### src/rtl/arb_mem_pkg.sv
// Shared types and constants for the two-requester memory-port arbiter.
package arb_mem_pkg;

  typedef enum logic [1:0] {
    ST_IDLE   = 2'b00,
    ST_ACCESS = 2'b01,
    ST_ACK    = 2'b10
  } state_e;

  localparam logic REQ_CPU = 1'b0;
  localparam logic REQ_LDR = 1'b1;

  function automatic logic [1:0] owner_onehot(input logic owner);
    return owner ? 2'b10 : 2'b01;
  endfunction

endpackage

### src/rtl/arb_pick.sv
// Combinational winner select: forced CPU slot, then loader lock, then round robin.
module arb_pick
  import arb_mem_pkg::*;
(
  input  logic [1:0] req_i,
  input  logic       last_i,
  input  logic       lock_i,
  input  logic       expired_i,
  output logic       valid_o,
  output logic       winner_o
);

  always_comb begin
    valid_o  = 1'b0;
    winner_o = REQ_CPU;
    if (expired_i && req_i[REQ_CPU]) begin
      valid_o  = 1'b1;
      winner_o = REQ_CPU;
    end else if (lock_i) begin
      valid_o  = req_i[REQ_LDR];
      winner_o = REQ_LDR;
    end else if (&req_i) begin
      valid_o  = 1'b1;
      winner_o = ~last_i;
    end else if (req_i[REQ_CPU]) begin
      valid_o  = 1'b1;
      winner_o = REQ_CPU;
    end else if (req_i[REQ_LDR]) begin
      valid_o  = 1'b1;
      winner_o = REQ_LDR;
    end
  end

endmodule

### src/rtl/arb_mem.sv
// Serialises CPU and loader accesses onto one synchronous RAM port with
// round-robin priority and a bounded loader lock.
module arb_mem
  import arb_mem_pkg::*;
#(
  parameter int AW       = 8,
  parameter int DW       = 8,
  parameter int MAX_LOCK = 16
) (
  input  logic          clk,
  input  logic          rst_n,
  input  logic          req0,
  input  logic          req1,
  input  logic          we0,
  input  logic          we1,
  input  logic [AW-1:0] addr0,
  input  logic [AW-1:0] addr1,
  input  logic [DW-1:0] wdata0,
  input  logic [DW-1:0] wdata1,
  input  logic          lock1,
  output logic          ack0,
  output logic          ack1,
  output logic [DW-1:0] rdata,
  output logic [1:0]    gnt,
  output logic          busy,
  output logic          mem_en,
  output logic          mem_we,
  output logic [AW-1:0] mem_addr,
  output logic [DW-1:0] mem_wdata,
  input  logic [DW-1:0] mem_rdata
);

  localparam int CW = $clog2(MAX_LOCK + 1);
  localparam logic [CW-1:0] LOCK_LIMIT = CW'(MAX_LOCK);

  state_e        state_q, state_d;
  logic          owner_q, owner_d;
  logic          we_q, we_d;
  logic [AW-1:0] addr_q, addr_d;
  logic [DW-1:0] wdata_q, wdata_d;
  logic          last_q, last_d;
  logic          pend_q, pend_d;
  logic [CW-1:0] cnt_q, cnt_d;

  logic [1:0]    req_m;
  logic          pend_nxt;
  logic [CW-1:0] cnt_nxt;
  logic          expired;
  logic          pick_valid;
  logic          pick_winner;

  // Lock bookkeeping is resolved before arbitration so the cycle that acks a
  // locked loader access already arbitrates under the new lock state.
  always_comb begin
    req_m    = '0;
    pend_nxt = pend_q;
    cnt_nxt  = cnt_q;
    unique case (state_q)
      ST_IDLE: begin
        req_m = {req1, req0};
        if (!lock1) begin
          pend_nxt = 1'b0;
          cnt_nxt  = '0;
        end
      end
      ST_ACK: begin
        req_m          = {req1, req0};
        req_m[owner_q] = 1'b0;
        if (owner_q == REQ_LDR) begin
          if (lock1) begin
            pend_nxt = 1'b1;
            if (cnt_q != LOCK_LIMIT) cnt_nxt = cnt_q + CW'(1);
          end else begin
            pend_nxt = 1'b0;
            cnt_nxt  = '0;
          end
        end
      end
      default: ;
    endcase
  end

  assign expired = (cnt_nxt >= LOCK_LIMIT);

  arb_pick u_pick (
    .req_i     (req_m),
    .last_i    (last_q),
    .lock_i    (pend_nxt),
    .expired_i (expired),
    .valid_o   (pick_valid),
    .winner_o  (pick_winner)
  );

  always_comb begin
    state_d = state_q;
    owner_d = owner_q;
    we_d    = we_q;
    addr_d  = addr_q;
    wdata_d = wdata_q;
    last_d  = last_q;
    pend_d  = pend_nxt;
    cnt_d   = cnt_nxt;
    unique case (state_q)
      ST_IDLE, ST_ACK: begin
        if (pick_valid) begin
          state_d = ST_ACCESS;
          owner_d = pick_winner;
          last_d  = pick_winner;
          we_d    = (pick_winner == REQ_LDR) ? we1    : we0;
          addr_d  = (pick_winner == REQ_LDR) ? addr1  : addr0;
          wdata_d = (pick_winner == REQ_LDR) ? wdata1 : wdata0;
          if (pick_winner == REQ_CPU && expired) begin
            cnt_d  = '0;
            pend_d = 1'b0;
          end
        end else begin
          state_d = ST_IDLE;
        end
      end
      ST_ACCESS: state_d = ST_ACK;
      default:   state_d = ST_IDLE;
    endcase
  end

  always_ff @(posedge clk) begin
    if (!rst_n) begin
      state_q <= ST_IDLE;
      owner_q <= REQ_CPU;
      we_q    <= 1'b0;
      addr_q  <= '0;
      wdata_q <= '0;
      last_q  <= REQ_LDR;
      pend_q  <= 1'b0;
      cnt_q   <= '0;
    end else begin
      state_q <= state_d;
      owner_q <= owner_d;
      we_q    <= we_d;
      addr_q  <= addr_d;
      wdata_q <= wdata_d;
      last_q  <= last_d;
      pend_q  <= pend_d;
      cnt_q   <= cnt_d;
    end
  end

  assign busy      = (state_q != ST_IDLE);
  assign gnt       = (state_q == ST_ACCESS || state_q == ST_ACK) ? owner_onehot(owner_q) : '0;
  assign ack0      = (state_q == ST_ACK) && (owner_q == REQ_CPU);
  assign ack1      = (state_q == ST_ACK) && (owner_q == REQ_LDR);
  assign rdata     = (state_q == ST_ACK) ? mem_rdata : '0;
  assign mem_en    = (state_q == ST_ACCESS);
  assign mem_we    = (state_q == ST_ACCESS) && we_q;
  assign mem_addr  = addr_q;
  assign mem_wdata = wdata_q;

endmodule

### config.mk
export PLATFORM = sky130hd
export DESIGN_NAME = arb_mem
export DESIGN_NICKNAME = d
export VERILOG_FILES = /design/src/rtl/arb_mem_pkg.sv /design/src/rtl/arb_pick.sv /design/src/rtl/arb_mem.sv
export SDC_FILE = /design/constraint.sdc
export NUM_CORES = 1
export LEC_CHECK = 0
export CORE_UTILIZATION = 39
export DETAILED_ROUTE_END_ITERATION = 7
export GPL_TIMING_DRIVEN = 0
export PLACE_DENSITY_LB_ADDON = 0.1
export SLEW_MARGIN = 20
export SYNTH_ARGS = -nofsm -noshare
export SYNTH_HDL_FRONTEND = slang
export SYNTH_SLANG_ARGS = --single-unit
### constraint.sdc
create_clock -name clk -period 2.8 [get_ports clk]
set_input_delay 0.56 -clock clk [delete_from_list [all_inputs] [get_ports clk]]
set_output_delay 0.56 -clock clk [all_outputs]
set_load 0.005 [all_outputs]
==> results.py <==
metrics = {
    "status": {
        "outcome": "completed",
    },
    "grt": {
        "grt_remaining_overflow": 0,
        "first_global_vias": 1421,
        "grt_start_max_net_pins": 16,
        "antenna_found_initial": 0,
        "grt_pass1_wl_mm": 6.17,
        "track_usage": 0.193,
    },
    "final_layout": {
        "register_area_um2": 541,
        "layout.cells.most_common": "clkdlybuf4s50_1",
        "n_fill_cell": 312,
        "utilization": 0.678,
        "diodes": 0,
        "multi_input_area_um2": 831,
        "area_delta_synth_final_pct": 60.8,
        "drive_gt1_frac": 0.104,
        "layout.nets": 303,
        "final_area_um2": 2330,
        "layout_common_cells": "clkdlybuf4s50_1, dfxtp_1, nor2_1, nand3_1, and2_1",
    },
    "timing": {
        "period_needed_ns": 2.57,
        "slew_headroom": 0.518,
        "fin_skew_ns": 0.00270,
        "setup_viol": 0,
        "fin_hold_ws_ns": 0.519,
        "tightest_slew_ns": 0.715,
        "finalCritPeriodShare": 0.920,
        "setup-tns-final_ns": 0,
        "hold_violations": 0,
        "rsz0062_at_grt": "no",
        "fmax_mhz": 388,
        "slew_violations": 0,
    },
    "power": {
        "p_switching_uw": 261,
        "p_clk_frac": 0.226,
        "power_frac_comb": 0.321,
        "vdd_drop_max_uv": 288,
        "power.internal_uw": 711,
        "p_per_area_nw_per_um2": 416,
        "swShare": 0.269,
        "seq_power_share": 0.453,
        "p_leak_nw": 0.899,
    },
    "floorplanning": {
        "row_count": 21,
        "initial_core_util": 0.422,
        "core-area_um2": 3440,
        "die_area_um2": 3970,
        "chipWidth_um": 63.0,
        "fp.dieH_um": 63.0,
        "ios": 78,
    },
    "clock_tree": {
        "insertion_delay_ns": 0.27,
        "root_buffer": "clkbuf_8",
        "clockBufferDepth": 2,
        "cts_tree": "built",
        "cts_buffers": 3,
        "clock-sinks": 27,
        "h-tree-depth": 1,
        "clkTransAtPathRegs_ns": 0.09,
        "cts_hold_buf": 0,
    },
    "critical_path": {
        "worstPathMaxFanout": 10,
        "start_kind": "flop",
        "slowest_stage": "a211oi_4",
        "crit_chain": "inv_1, ha_1, nor2b_1, o21ai_2, o21ai_0, a211oi_4, buf_2, a221o_2",
        "cpPeakStageDelay_ns": 0.47,
        "crit_required_ns": 3.02,
        "cp.arrival_ns": 2.80,
        "worst-setup-path-type": "reg -> reg",
        "worst_setup_path_end_kind": "flop",
    },
    "yosys": {
        "avgSynthCellArea_um2": 8.59,
        "yosysSeqAreaShare": 0.372,
        "synth_ff_type": "dfxtp_1",
        "synth_nets": 221,
        "synth_cell_types": 36,
        "ys_ff_latch": 27,
        "yosysWarnings": 0,
        "synth_area_um2": 1450,
        "async_reset_ff_frac": 0,
        "synth_edf_count": 0,
        "synthCells": 169,
    },
    "drt": {
        "via_count": 1515,
        "ant_nets": 0,
        "drc": 0,
        "drt-pass1-iter-count": 4,
        "totalWireLength_mm": 3.72,
        "wl_per_cell_um": 12.6,
        "drtIter0Drc": 53,
        "avgViaCountPerCell": 5.12,
    },
    "place": {
        "port_buffers": 77,
        "globalplace.congestion": 0.832,
        "dpl_cell_area_um2": 2280,
        "dp_hpwl_mm": 2.81,
    },
    "run": {
        "maxCapViolCount": 0,
    },
    "hold_path": {
        "hp-class": "reg -> reg",
    },
}
-- per-stage QoR --
stage	std cells	worst slack [ns]	total power, mW
3_5_place_dp	292	-0.00617	0.758
4_1_cts	296	0.130	0.977
5_1_grt	296	0.0312	1.03
6_report	296	0.225	0.972
3_3_place_gp	292	0.0225	0.756
2_1_floorplan	169	0.586	0.584
-- area by class of cell --
type | instances | share of cell area
Multi-Input combinational cell | 124 | 0.356
Inverter | 7 | 0.0113
Clock buffer | 3 | 0.0177
Sequential cell | 27 | 0.232
Tap cell | 46 | 0.0247
Timing Repair Buffer | 77 | 0.330
Clock inverter | 1 | 0.00214
Buffer | 11 | 0.0263
-- sequential cells by signal (all words and copies together), names as in the netlist --
name / cells
mem_wdata: 8
owner_q: 1
state_q: 2
pend_q: 1
last_q: 1
we_q: 1
cnt_q: 5
mem_addr: 8
-- final timing paths --
check,slack [ns],cells past startpoint,start,end
max reg2reg,0.23,8,state_q[0]$_SDFF_PN0_,we_q$_SDFFE_PN0P_
max,0.23,8,state_q[0]$_SDFF_PN0_,we_q$_SDFFE_PN0P_
min,0.52,2,cnt_q[3]$_SDFF_PN0_,cnt_q[3]$_SDFF_PN0_
min reg2reg,0.52,2,cnt_q[3]$_SDFF_PN0_,cnt_q[3]$_SDFF_PN0_
-- power groups by stage --
stage / Clock (mW) / Combinational [mW] / Sequential [mW]
floorplan: 0 / 0.135 / 0.449
global placement: 0 / 0.308 / 0.448
detailed placement: 0 / 0.310 / 0.448
finish: 0.219 / 0.312 / 0.440
CTS: 0.226 / 0.312 / 0.440
global route: 0.242 / 0.341 / 0.445
-- cell families after synthesis --
family / Yosys count / synth area share
adder cells (fa/ha/maj): 5 / 0.0431
flip-flops: 27 / 0.372
buffers and inverters: 18 / 0.0603
AO/OA/AOI/OAI: 41 / 0.241
AND/OR/NAND/NOR: 76 / 0.269
multiplexers: 2 / 0.0138
-- what timing repair did --
item | 4_1_cts | 5_1_grt
endpoints found under the hold margin | 0 | 0
endpoints found under the setup margin | 0 | 10
gates resized for setup | 0 | 1
setup buffers | 0 | 0
-- worst max-delay path, delay by kind of cell (launching register included) --
kind	cells	cell delay, ns
adder cells (fa/ha/maj)	1	0.27
flip-flops	1	0.34
AND/OR/NAND/NOR	1	0.20
buffers and inverters	2	0.36
AO/OA/AOI/OAI	4	1.35
-- cells in the mapped netlist, types with 2 or more instances --
cell | n | share of area
inv_1 | 7 | 0.018
a221o_1 | 7 | 0.048
nor3_1 | 4 | 0.014
nand2b_1 | 2 | 0.0086
clkbuf_1 | 4 | 0.010
mux2i_1 | 2 | 0.014
o21a_1 | 3 | 0.016
dfxtp_1 | 27 | 0.37
nand3_1 | 19 | 0.066
buf_6 | 2 | 0.016
ha_1 | 5 | 0.043
buf_2 | 4 | 0.014
nor2b_1 | 3 | 0.013
nand2_1 | 2 | 0.0052
o21ai_0 | 9 | 0.031
and2_1 | 12 | 0.052
a221o_2 | 10 | 0.078
nor2_1 | 25 | 0.065
a21oi_1 | 5 | 0.017
-- metal layers --
layer / wire length, um / vias to the layer above / track usage
met3: 272 / 2 / 0.0602
met2: 1720 / 60 / 0.317
met5: 0 / - / 0
met4: 13 / 0 / 0.0552
li1: - / 771 / -
met1: 1720 / 682 / 0.238
Note: power is estimated with default switching activity, not from simulation.
